===== src/rtl/riscv_imm_pkg.sv =====
// Shared immediate-format definitions for the RISC-V immediate extender/encoder pair.
package riscv_imm_pkg;

    localparam int unsigned IMM_W   = 32;
    localparam int unsigned INSTR_W = 25;

    // ImmSrc format encodings
    localparam logic [1:0] IMM_I = 2'b00;
    localparam logic [1:0] IMM_S = 2'b01;
    localparam logic [1:0] IMM_B = 2'b10;
    localparam logic [1:0] IMM_J = 2'b11;

    // Encodable signed ranges per format (B/J additionally require an even value)
    localparam int IS_MIN = -2048;
    localparam int IS_MAX = 2047;
    localparam int B_MIN  = -4096;
    localparam int B_MAX  = 4094;
    localparam int J_MIN  = -1048576;
    localparam int J_MAX  = 1048574;

    // One buffered encoder result
    typedef struct packed {
        logic [INSTR_W-1:0] instr;
        logic               err;
    } enc_entry_t;

endpackage


===== src/rtl/imm_encoder_if.sv =====
// Request/response bus of the immediate encoder.
interface imm_encoder_if;
    import riscv_imm_pkg::*;

    logic               in_valid;
    logic               in_ready;
    logic [IMM_W-1:0]   imm;
    logic [1:0]         ImmSrc;
    logic [INSTR_W-1:0] templ;
    logic               out_valid;
    logic               out_ready;
    logic [INSTR_W-1:0] out_instr;
    logic               out_err;

    modport master (
        output in_valid, imm, ImmSrc, templ, out_ready,
        input  in_ready, out_valid, out_instr, out_err
    );

    modport slave (
        input  in_valid, imm, ImmSrc, templ, out_ready,
        output in_ready, out_valid, out_instr, out_err
    );

endinterface


===== src/rtl/imm_pack.sv =====
// Scatters an immediate into instruction bits [31:7] and flags unencodable values.
module imm_pack
    import riscv_imm_pkg::*;
(
    input  logic [IMM_W-1:0]   imm,
    input  logic [1:0]         imm_src,
    input  logic [INSTR_W-1:0] templ,
    output logic [INSTR_W-1:0] instr_c,
    output logic               err_c
);

    // Index k here corresponds to instruction bit k+7.
    always_comb begin
        instr_c = templ;
        err_c   = 1'b0;
        case (imm_src)
            IMM_I: begin
                instr_c[24:13] = imm[11:0];
                err_c = ($signed(imm) < IS_MIN) || ($signed(imm) > IS_MAX);
            end
            IMM_S: begin
                instr_c[24:18] = imm[11:5];
                instr_c[4:0]   = imm[4:0];
                err_c = ($signed(imm) < IS_MIN) || ($signed(imm) > IS_MAX);
            end
            IMM_B: begin
                instr_c[24]    = imm[12];
                instr_c[23:18] = imm[10:5];
                instr_c[4:1]   = imm[4:1];
                instr_c[0]     = imm[11];
                err_c = ($signed(imm) < B_MIN) || ($signed(imm) > B_MAX) || imm[0];
            end
            default: begin
                instr_c[24]    = imm[20];
                instr_c[23:14] = imm[10:1];
                instr_c[13]    = imm[11];
                instr_c[12:5]  = imm[19:12];
                err_c = ($signed(imm) < J_MIN) || ($signed(imm) > J_MAX) || imm[0];
            end
        endcase
    end

endmodule


===== src/rtl/imm_encoder.sv =====
// Immediate encoder: packing stage, 2-entry output FIFO and saturating statistics.
module imm_encoder
    import riscv_imm_pkg::*;
#(
    parameter int unsigned CNT_W = 16
) (
    input  logic             clk,
    input  logic             reset,
    imm_encoder_if.slave     bus,
    input  logic             clr_cnt,
    output logic [CNT_W-1:0] enc_count,
    output logic [CNT_W-1:0] err_count
);

    logic [INSTR_W-1:0] pack_instr;
    logic               pack_err;
    enc_entry_t         new_entry;

    enc_entry_t         head_q, head_d;
    enc_entry_t         tail_q, tail_d;
    logic [1:0]         occ_q, occ_d;
    logic               out_valid_q, out_valid_d;
    logic               in_ready_q, in_ready_d;
    logic [CNT_W-1:0]   enc_count_q, enc_count_d;
    logic [CNT_W-1:0]   err_count_q, err_count_d;
    logic               push, pop;

    imm_pack u_pack (
        .imm     (bus.imm),
        .imm_src (bus.ImmSrc),
        .templ   (bus.templ),
        .instr_c (pack_instr),
        .err_c   (pack_err)
    );

    assign new_entry = '{instr: pack_instr, err: pack_err};
    assign push      = bus.in_valid & in_ready_q;
    assign pop       = out_valid_q & bus.out_ready;

    // FIFO next state: head is the visible entry, tail only holds the second word
    always_comb begin
        head_d = head_q;
        tail_d = tail_q;
        occ_d  = occ_q;
        case (occ_q)
            2'd0: begin
                if (push) begin
                    head_d = new_entry;
                    occ_d  = 2'd1;
                end
            end
            2'd1: begin
                if (push && pop) begin
                    head_d = new_entry;
                end else if (push) begin
                    tail_d = new_entry;
                    occ_d  = 2'd2;
                end else if (pop) begin
                    occ_d  = 2'd0;
                end
            end
            default: begin
                if (pop) begin
                    head_d = tail_q;
                    occ_d  = 2'd1;
                end
            end
        endcase
        out_valid_d = (occ_d != 2'd0);
        in_ready_d  = (occ_d != 2'd2);
    end

    // Saturating counters; clear wins over a same-cycle increment
    always_comb begin
        enc_count_d = enc_count_q;
        err_count_d = err_count_q;
        if (clr_cnt) begin
            enc_count_d = '0;
            err_count_d = '0;
        end else if (push) begin
            if (enc_count_q != '1) enc_count_d = enc_count_q + CNT_W'(1);
            if (pack_err && (err_count_q != '1)) err_count_d = err_count_q + CNT_W'(1);
        end
    end

    // State registers
    always_ff @(posedge clk or posedge reset) begin
        if (reset) begin
            head_q      <= '0;
            tail_q      <= '0;
            occ_q       <= 2'd0;
            out_valid_q <= 1'b0;
            in_ready_q  <= 1'b1;
            enc_count_q <= '0;
            err_count_q <= '0;
        end else begin
            head_q      <= head_d;
            tail_q      <= tail_d;
            occ_q       <= occ_d;
            out_valid_q <= out_valid_d;
            in_ready_q  <= in_ready_d;
            enc_count_q <= enc_count_d;
            err_count_q <= err_count_d;
        end
    end

    assign bus.in_ready  = in_ready_q;
    assign bus.out_valid = out_valid_q;
    assign bus.out_instr = head_q.instr;
    assign bus.out_err   = head_q.err;
    assign enc_count     = enc_count_q;
    assign err_count     = err_count_q;

endmodule


===== src/flat_wrapper.sv =====
// flat-port wrapper written by rule: the top's interface ports become plain ports
module imm_encoder_flat import riscv_imm_pkg::*;
#(
    parameter int unsigned CNT_W = 16
)
  (clk, reset, clr_cnt, enc_count, err_count, bus_in_valid, bus_imm, bus_ImmSrc, bus_templ, bus_out_ready, bus_in_ready, bus_out_valid, bus_out_instr, bus_out_err);
  imm_encoder_if bus_i ();
  input  logic clk;
  input  logic reset;
  input  logic clr_cnt;
  output logic [CNT_W-1:0] enc_count;
  output logic [CNT_W-1:0] err_count;
  input wire logic [$bits(bus_i.in_valid)-1:0] bus_in_valid;
  input wire logic [$bits(bus_i.imm)-1:0] bus_imm;
  input wire logic [$bits(bus_i.ImmSrc)-1:0] bus_ImmSrc;
  input wire logic [$bits(bus_i.templ)-1:0] bus_templ;
  input wire logic [$bits(bus_i.out_ready)-1:0] bus_out_ready;
  output wire logic [$bits(bus_i.in_ready)-1:0] bus_in_ready;
  output wire logic [$bits(bus_i.out_valid)-1:0] bus_out_valid;
  output wire logic [$bits(bus_i.out_instr)-1:0] bus_out_instr;
  output wire logic [$bits(bus_i.out_err)-1:0] bus_out_err;
  assign bus_i.in_valid = bus_in_valid;
  assign bus_i.imm = bus_imm;
  assign bus_i.ImmSrc = bus_ImmSrc;
  assign bus_i.templ = bus_templ;
  assign bus_i.out_ready = bus_out_ready;
  assign bus_in_ready = bus_i.in_ready;
  assign bus_out_valid = bus_i.out_valid;
  assign bus_out_instr = bus_i.out_instr;
  assign bus_out_err = bus_i.out_err;
  imm_encoder #(.CNT_W(CNT_W)) u_core (.clk(clk), .reset(reset), .bus(bus_i), .clr_cnt(clr_cnt), .enc_count(enc_count), .err_count(err_count));
endmodule

===== config.mk =====
export PLATFORM = sky130hd
export DESIGN_NAME = imm_encoder_flat
export DESIGN_NICKNAME = d
export VERILOG_FILES = /design/src/rtl/riscv_imm_pkg.sv /design/src/rtl/imm_encoder_if.sv /design/src/rtl/imm_pack.sv /design/src/rtl/imm_encoder.sv /design/src/flat_wrapper.sv
export SDC_FILE = /design/constraint.sdc
export NUM_CORES = 1
export LEC_CHECK = 0
export CAP_MARGIN = 0
export CORE_ASPECT_RATIO = 1.75
export CORE_MARGIN = 3
export CORE_UTILIZATION = 43
export DETAILED_ROUTE_END_ITERATION = 12
export PLACE_DENSITY = 0.76
export REMOVE_ABC_BUFFERS = 1
export SLEW_MARGIN = 40
export SYNTH_ARGS = -nofsm -noshare
export SYNTH_HDL_FRONTEND = slang
export SYNTH_SLANG_ARGS = --single-unit

===== constraint.sdc =====
create_clock -name clk -period 2.31 [get_ports clk]
set_input_delay 0.231 -clock clk [delete_from_list [all_inputs] [get_ports clk]]
set_output_delay 0.231 -clock clk [all_outputs]
set_load 0.005 [all_outputs]

==> impl_metrics.csv, run 1 <==
group,metric,value,unit
power,share_comb_of_total_power,0.356,
power,pwr-share-seq,0.404,
yosys,synthCells,486,
yosys,synth_compound_area_frac,0.128,
route,dr_drc_count,0,
worst_setup_path,worst_path_largest_cell_delay,0.40,ns
die,die_h,140,um
sta,final.hold.worst_slack,0.141,ns
yosys,synth_top_area_cell,"sky130_fd_sc_hd__dfrtp_1",
sta,setup_viol_count_final,0,
die,top_level_ports,124,
yosys,syn-mean-instance-area,9.01,um2
power,internal_power,3750,uW
clock_tree,clk_path_buf_depth,2,
layout,nFillCells,846,
route,antenna_left,0,
min_path,hold_path_class,"in2async",
layout,syn2layout_area_growth,43.4,%
sta,min_period_over_period,0.951,
yosys,post_synthesis_register_bit_count,88,
clock_tree,tritoncts.num_buffers,9,
worst_setup_path,cp_max_fo,5,
die,placementRows,48,
yosys,share_of_async_settable_or_async_resettable_flops_after_synthesis,1.00,
route,dr.pass1.iters,5,
yosys,ys_dominant_reg_cell,"sky130_fd_sc_hd__dfrtp_1",
run_status,status,"finished clean",
worst_setup_path,cp_bufs_invs,0,
layout,final_layout_size_suffix_gt1_frac,0.128,
placement,place.detailed.instances,747,
worst_setup_path,crit_path_top_delay_cell,"sky130_fd_sc_hd__dfrtp_1",
yosys,adder_cell_fraction_of_synth_area,0.0171,
global_routing,global_route_wire_length_before_repair,20100,um
layout,highest_count_cells_in_the_layout_ignoring_fill_and_taps,"116 x sky130_fd_sc_hd__clkdlybuf4s50_1, 86 x sky130_fd_sc_hd__nand2_1, 86 x sky130_fd_sc_hd__dfrtp_1",
yosys,most_area_consuming_cells_after_synthesis,"sky130_fd_sc_hd__dfrtp_1 50%, sky130_fd_sc_hd__nand2_1 7.4%, sky130_fd_sc_hd__o21ai_0 6.3%, sky130_fd_sc_hd__nor2_1 4.5%, sky130_fd_sc_hd__mux2i_1 3.7%",
route,drt-vias-per-instance,5.35,
clock_tree,clock_transition_at_the_register_clock_pins_on_the_worst_setup_and_hold_paths_after_cts,0.07,ns
clock_tree,root_buf_cell,"sky130_fd_sc_hd__clkbuf_16",
worst_setup_path,crit_path_class,"reg2reg",
power,switching_power_as_a_share_of_total_power,0.344,
power,total_leakage_power,0.00273,uW
sta,transition_time_at_the_pin_with_the_least_slew_margin,0.590,ns
die,start_util,0.442,
yosys,synthSimpleGateAreaFrac,0.243,
sta,fmax,455,MHz
sta,finalCriticalPeriod,2.20,ns
global_routing,grt_antenna_before_repair,0,
worst_setup_path,path_cells,"and3_1 > and2_4 > a41o_1 > nor3_4 > nand4_4 > or3_1 > a21oi_2",
yosys,synth.lib_cells_used.distinct,45,
yosys,synth-warning-count,0,
power,clock_power_share,0.240,
die,die_wd,82.3,um
worst_setup_path,crit_arrival,2.47,ns
yosys,main_combinational_cell_family_by_area_after_synthesis,"simple AND/OR/NAND/NOR gates",
sta,drv_slew,0,
placement,dpl.hpwl,8900,um
power,power_switching,1970,uW
route,avgRoutedWirePerCell,16.0,um
layout,final_cells,765,
clock_tree,cts.sink_count,88,
clock_tree,htree_num_levels,3,
placement,number_of_buffers_added_on_ports,116,
run,maxCapViolations,0,
yosys,mappedNetlistArea,0.00438,mm2
clock_tree,cts_hold_buffers,0,
yosys,post_synth_xor_area_fraction,0.0420,
power,maximum_ir_drop_on_the_vdd_rail,0.000557,V
yosys,seq_area_frac_synth,0.503,
layout,final_nets,705,
route,drt-total-wl,12300,um
clock_tree,clk-insertion-delay-late,0.35,ns
route,via_count,4093,
global_routing,grt-ovfl-total,0,
layout,num_antenna_cells,0,
route,detail_route.iter0.violations,206,
power,pwr_dens,910,mW/mm2
yosys,yosys-mux-area-fraction,0.0417,
global_routing,maximum_number_of_pins_on_one_net_before_global_route_repair,58,
sta,fin_tns_setup,0,ns
layout,layout_commonest_cell,"sky130_fd_sc_hd__clkdlybuf4s50_1",
sta,worst_clock_skew,0.00755,ns
placement,place_congestion,0.803,
die,core,0.00991,mm2
placement,pre_cts_ws,-0.256,ns
yosys,synth_enable_flop_cells,0,
yosys,synth_top_area_frac,0.497,
clock_tree,cts_tree,"built",
worst_setup_path,critical-path-top-delay-family,"simple AND/OR/NAND/NOR gates",
worst_setup_path,timing.critical_path.from_type,"flip-flop",
global_routing,grt_util_all_layers,0.223,
sta,timing.slew.headroom,0.601,
die,dieArea,0.0115,mm2
sta,layout_setup_ws,0.114,ns
worst_setup_path,crit_path_end_kind,"flip-flop",
sta,final_hold_viol_count,0,
worst_setup_path,critical_path_required,2.58,ns
global_routing,vias_in_the_first_global_route,4269,
-- synth_stat cells, types with 7 or more instances --
master                      n
sky130_fd_sc_hd__mux2i_1   16
sky130_fd_sc_hd__and3_1     8
sky130_fd_sc_hd__dfrtp_1   87
sky130_fd_sc_hd__nor2b_1    7
sky130_fd_sc_hd__nand4_1   13
sky130_fd_sc_hd__or3_1      8
sky130_fd_sc_hd__a21oi_1   29
sky130_fd_sc_hd__nand2_1   86
sky130_fd_sc_hd__clkbuf_1  17
sky130_fd_sc_hd__o21ai_0   55
sky130_fd_sc_hd__nor2_1    52
sky130_fd_sc_hd__nand3_1   19
sky130_fd_sc_hd__xor2_1    16
-- metal layers --
layer | GRT usage | part of all wire
met1 | 0.264 | 0.40
met2 | 0.385 | 0.53
met3 | 0.0473 | 0.052
met4 | 0.0806 | 0.022
met5 | 0 | 0
-- per-stage QoR --
step	area (um2)	power, uW	util
finish	6280	5720	0.634
global route	6280	6160	0.634
CTS	6230	5790	0.629
detailed placement	5950	4390	0.601
global placement	5950	4270	0.601
floorplan	4290	3280	-
-- flip-flops by register name, indices dropped and copies added (netlist names) --
signal                count
u_core.enc_count         16
u_core.err_count         16
u_core.tail_q            26
u_core.bus.out_err        1
u_core.bus.in_ready       1
u_core.bus.out_valid      1
u_core.occ_q              2
u_core.bus.out_instr     25
-- path summary, 6_finish.rpt --
check | slack (ns) | startpoint | end | depth (start not counted)
max in group asynchronous | 1.55 | reset | u_core.bus.in_ready$_DFF_PP1_ | 3
min in group clk | 0.48 | u_core.tail_q[24]$_DFFE_PP0P_ | u_core.tail_q[24]$_DFFE_PP0P_ | 2
min | 0.14 | reset | u_core.enc_count[13]$_DFFE_PP0P_ | 2
min reg2reg | 0.48 | u_core.tail_q[24]$_DFFE_PP0P_ | u_core.tail_q[24]$_DFFE_PP0P_ | 2
max | 0.11 | u_core.err_count[4]$_DFFE_PP0P_ | u_core.err_count[12]$_DFFE_PP0P_ | 7
max reg2reg | 0.11 | u_core.err_count[4]$_DFFE_PP0P_ | u_core.err_count[12]$_DFFE_PP0P_ | 7
-- layout make-up --
type / count / area, um2 / area share
sequential: 88 / 2200 / 0.351
multi-input combinational: 370 / 2110 / 0.336
timing repair buffer: 161 / 1510 / 0.241
clock buffer: 9 / 225 / 0.0358
tap: 125 / 156 / 0.0249
clock inverter: 7 / 56.3 / 0.00896
inverter: 5 / 20.0 / 0.00319
-- cell families (layout without fill, tap and decap cells) --
family                     count (synthesis)  after routing
AOI/OAI and AO/OA                        103            103
xor gates and xnor gates                  21             21
adders and majority gates                  6              6
buffers and inverters                     28            182
DFF                                       88             88
muxes                                     18             18
and+or+nand+nor                          222            222
-- repair_timing --
action / 4_1_cts / 5_1_grt
buffers inserted: 0 / 2
resized for setup: 0 / 6
setup endpoints to repair: 0 / 11
-- worst register-to-register path, delay by kind of cell, from the launching register on --
family	cells	cell delay, ns
DFF	1	0.40
and+or+nand+nor	5	1.31
AOI/OAI and AO/OA	2	0.42
-- power by group through the flow --
stage / registers, uW / logic [uW] / clock network, uW
final: 2310 / 2040 / 1370
after global routing: 2360 / 2320 / 1470
after CTS: 2310 / 2060 / 1410
after detailed placement: 2330 / 2050 / 0
after global placement: 2300 / 1970 / 0
after floorplan: 2380 / 898 / 0
Note: power is estimated with default switching activity, not from simulation.
==> run 2: changes to the inputs <==
--- a/config.mk
+++ b/config.mk
@@ -12,6 +12,7 @@
 export DETAILED_ROUTE_END_ITERATION = 12
 export PLACE_DENSITY = 0.76
 export REMOVE_ABC_BUFFERS = 1
+export SETUP_SLACK_MARGIN = 0.02
 export SLEW_MARGIN = 40
 export SYNTH_ARGS = -nofsm -noshare
 export SYNTH_HDL_FRONTEND = slang
==> run 2 against run 1 <==
Against the previous run:
- worst hold slack hardly changed
- non-clock buffer count up 2
- highest routed layer unchanged
- total power grew 0.12%
- critical path type unchanged
- core utilization grew 0.42 points
- cell area grew 0.66%
- register-to-register slack about the same
- setup slack better by 0.0061 ns
- clock skew barely moved
- via count rose by 1.0%
- sequential share of layout area fell by 0.23 points
==> impl_metrics.csv, run 2 (synthesis gave the netlist of run 1 again) <==
group,metric,value,unit
global_routing,grt_util_all_layers,0.223,
clock_tree,cts_tree,"built",
clock_tree,tritoncts.num_buffers,9,
worst_setup_path,crit_path_top_delay_cell,"sky130_fd_sc_hd__or4_4",
worst_setup_path,worst-r2r-cell-count,7,
die,placementRows,48,
die,top_level_ports,124,
worst_setup_path,path_cells,"and3_1 > and2_4 > a41o_1 > nor3_4 > nand2_4 > or4_4 > a21oi_2",
die,dieArea,0.0115,mm2
layout,area_taken_by_multi_input_logic_gates,0.00214,mm2
power,maximum_ir_drop_on_the_vdd_rail,0.000561,V
route,via_count,4135,
layout,nFillCells,838,
worst_setup_path,r2r_end,"u_core.err_count[8]$_DFFE_PP0P_",
layout,register_name_with_the_most_flops,"u_core.tail_q",
layout,num_antenna_cells,0,
sta,setup_viol_count_final,0,
power,total_leakage_power,0.00274,uW
worst_setup_path,crit_path_end_kind,"flip-flop",
worst_setup_path,crit_path_class,"reg2reg",
sta,fmax,457,MHz
clock_tree,cts_hold_buffers,0,
route,avgRoutedWirePerCell,16.0,um
die,die_wd,82.3,um
global_routing,grt-ovfl-total,0,
sta,min_period_over_period,0.948,
layout,syn2layout_area_growth,44.4,%
placement,pre_cts_ws,-0.256,ns
die,die_h,140,um
clock_tree,clock_transition_at_the_register_clock_pins_on_the_worst_setup_and_hold_paths_after_cts,0.07,ns
die,start_util,0.442,
layout,layout_commonest_cell,"sky130_fd_sc_hd__clkdlybuf4s50_1",
run,maxCapViolations,0,
power,pwr_dens,905,mW/mm2
route,detail_route.iter0.violations,185,
die,core,0.00991,mm2
sta,rsz0062_at_grt,"no",
sta,fin_tns_setup,0,ns
clock_tree,clk-insertion-delay-late,0.35,ns
global_routing,maximum_number_of_pins_on_one_net_before_global_route_repair,58,
placement,place_congestion,0.803,
worst_setup_path,ff2ff_setup_slack,0.12,ns
power,total_power,5730,uW
sta,finalCriticalPeriod,2.19,ns
route,antenna_left,0,
route,drt-total-wl,12300,um
run_status,status,"finished clean",
sta,layout_setup_ws,0.120,ns
placement,dpl.hpwl,8900,um
layout,highest_count_cells_in_the_layout_ignoring_fill_and_taps,"116 x sky130_fd_sc_hd__clkdlybuf4s50_1, 86 x sky130_fd_sc_hd__nand2_1, 86 x sky130_fd_sc_hd__dfrtp_1",
clock_tree,htree_num_levels,3,
sta,drv_slew,0,
layout,final_core_utilization,0.638,
layout,final_layout_size_suffix_gt1_frac,0.137,
sta,timing.slew.headroom,0.614,
clock_tree,cts.sink_count,88,
min_path,hold_path_class,"in2async",
route,dr_drc_count,0,
worst_setup_path,cp_max_fo,7,
worst_setup_path,critical_path.reg2reg.startpoint,"u_core.err_count[4]$_DFFE_PP0P_",
worst_setup_path,worst_path_largest_cell_delay,0.43,ns
global_routing,grt_antenna_before_repair,0,
placement,number_of_buffers_added_on_ports,116,
global_routing,vias_in_the_first_global_route,4269,
global_routing,global_route_wire_length_before_repair,20100,um
layout,layout.area.seq,0.00220,mm2
sta,worst_clock_skew,0.00774,ns
clock_tree,clk_path_buf_depth,2,
layout,final_nets,707,
sta,final_hold_viol_count,0,
worst_setup_path,critical_path_required,2.58,ns
worst_setup_path,crit_arrival,2.46,ns
route,drt-vias-per-instance,5.39,
route,dr.pass1.iters,4,
worst_setup_path,timing.critical_path.from_type,"flip-flop",
sta,transition_time_at_the_pin_with_the_least_slew_margin,0.570,ns
clock_tree,root_buf_cell,"sky130_fd_sc_hd__clkbuf_16",
layout,largest_register_ff_count,26,
==> run 2: cell count changes in the layout (fill, tap and decap cells not counted), sizes merged <==
cell,delta
buf,+2
==> run 2: metal layers <==
layer / wire length, um / track usage / vias to the layer above
met5: 0 / 0 / -
met4: 308 / 0.0806 / 0
met3: 653 / 0.0473 / 27
met2: 6470 / 0.385 / 131
met1: 4820 / 0.264 / 1982
li1: - / - / 1995
==> run 2: repair_timing <==
item | CTS | global route
hold endpoints to repair | 0 | 0
resized for setup | 0 | 11
setup buffers | 0 | 4
endpoints found under the setup margin | 0 | 12
==> run 2: worst max-delay path by stage <==
stage	end	from	depth (start not counted)	slack, ns
3_5_place_dp	u_core.err_count[12]$_DFFE_PP0P_	bus_ImmSrc[0]	9	-0.26
4_1_cts	u_core.err_count[12]$_DFFE_PP0P_	u_core.err_count[1]$_DFFE_PP0P_	7	0.06
5_1_grt	u_core.err_count[8]$_DFFE_PP0P_	u_core.err_count[4]$_DFFE_PP0P_	7	0.04
6_report	u_core.err_count[8]$_DFFE_PP0P_	u_core.err_count[4]$_DFFE_PP0P_	7	0.12
2_1_floorplan	u_core.bus.out_err$_DFFE_PP0P_	u_core.occ_q[1]$_DFF_PP0_	2	-0.78
3_3_place_gp	u_core.err_count[9]$_DFFE_PP0P_	bus_imm[31]	8	-0.23
==> run 2: power breakdown <==
| group | leakage (uW) | internal, uW | switching (uW) | total [uW] |
|---|---|---|---|---|
| registers | 0.00114 | 2020 | 287 | 2310 |
| logic | 0.00146 | 997 | 1050 | 2050 |
| clock network | 0.000136 | 738 | 632 | 1370 |
| total | 0.00274 | 3760 | 1970 | 5730 |
==> run 2: critical path: cells and delay by family, from the launching register on <==
kind | cells | cell delay (ns)
simple gates | 5 | 1.32
flops | 1 | 0.40
compound gates | 2 | 0.40
==> run 2: metrics by stage <==
stage | hold WS [ns] | instance area [um2] | instances
finish | 0.142 | 6320 | 767
global route | 0.160 | 6320 | 767
CTS | 0.141 | 6230 | 763
detailed placement | 0.466 | 5950 | 747
global placement | 0.456 | 5950 | 747
floorplan | 0.294 | 4290 | 463
==> run 2: final cells by class <==
type	instances	share of cell area
clock buffers	9	0.0356
clock inverters	7	0.00890
inverters	5	0.00317
multi-input cells	370	0.338
flip-flops and latches	88	0.349
well taps	125	0.0247
repair buffers	163	0.241
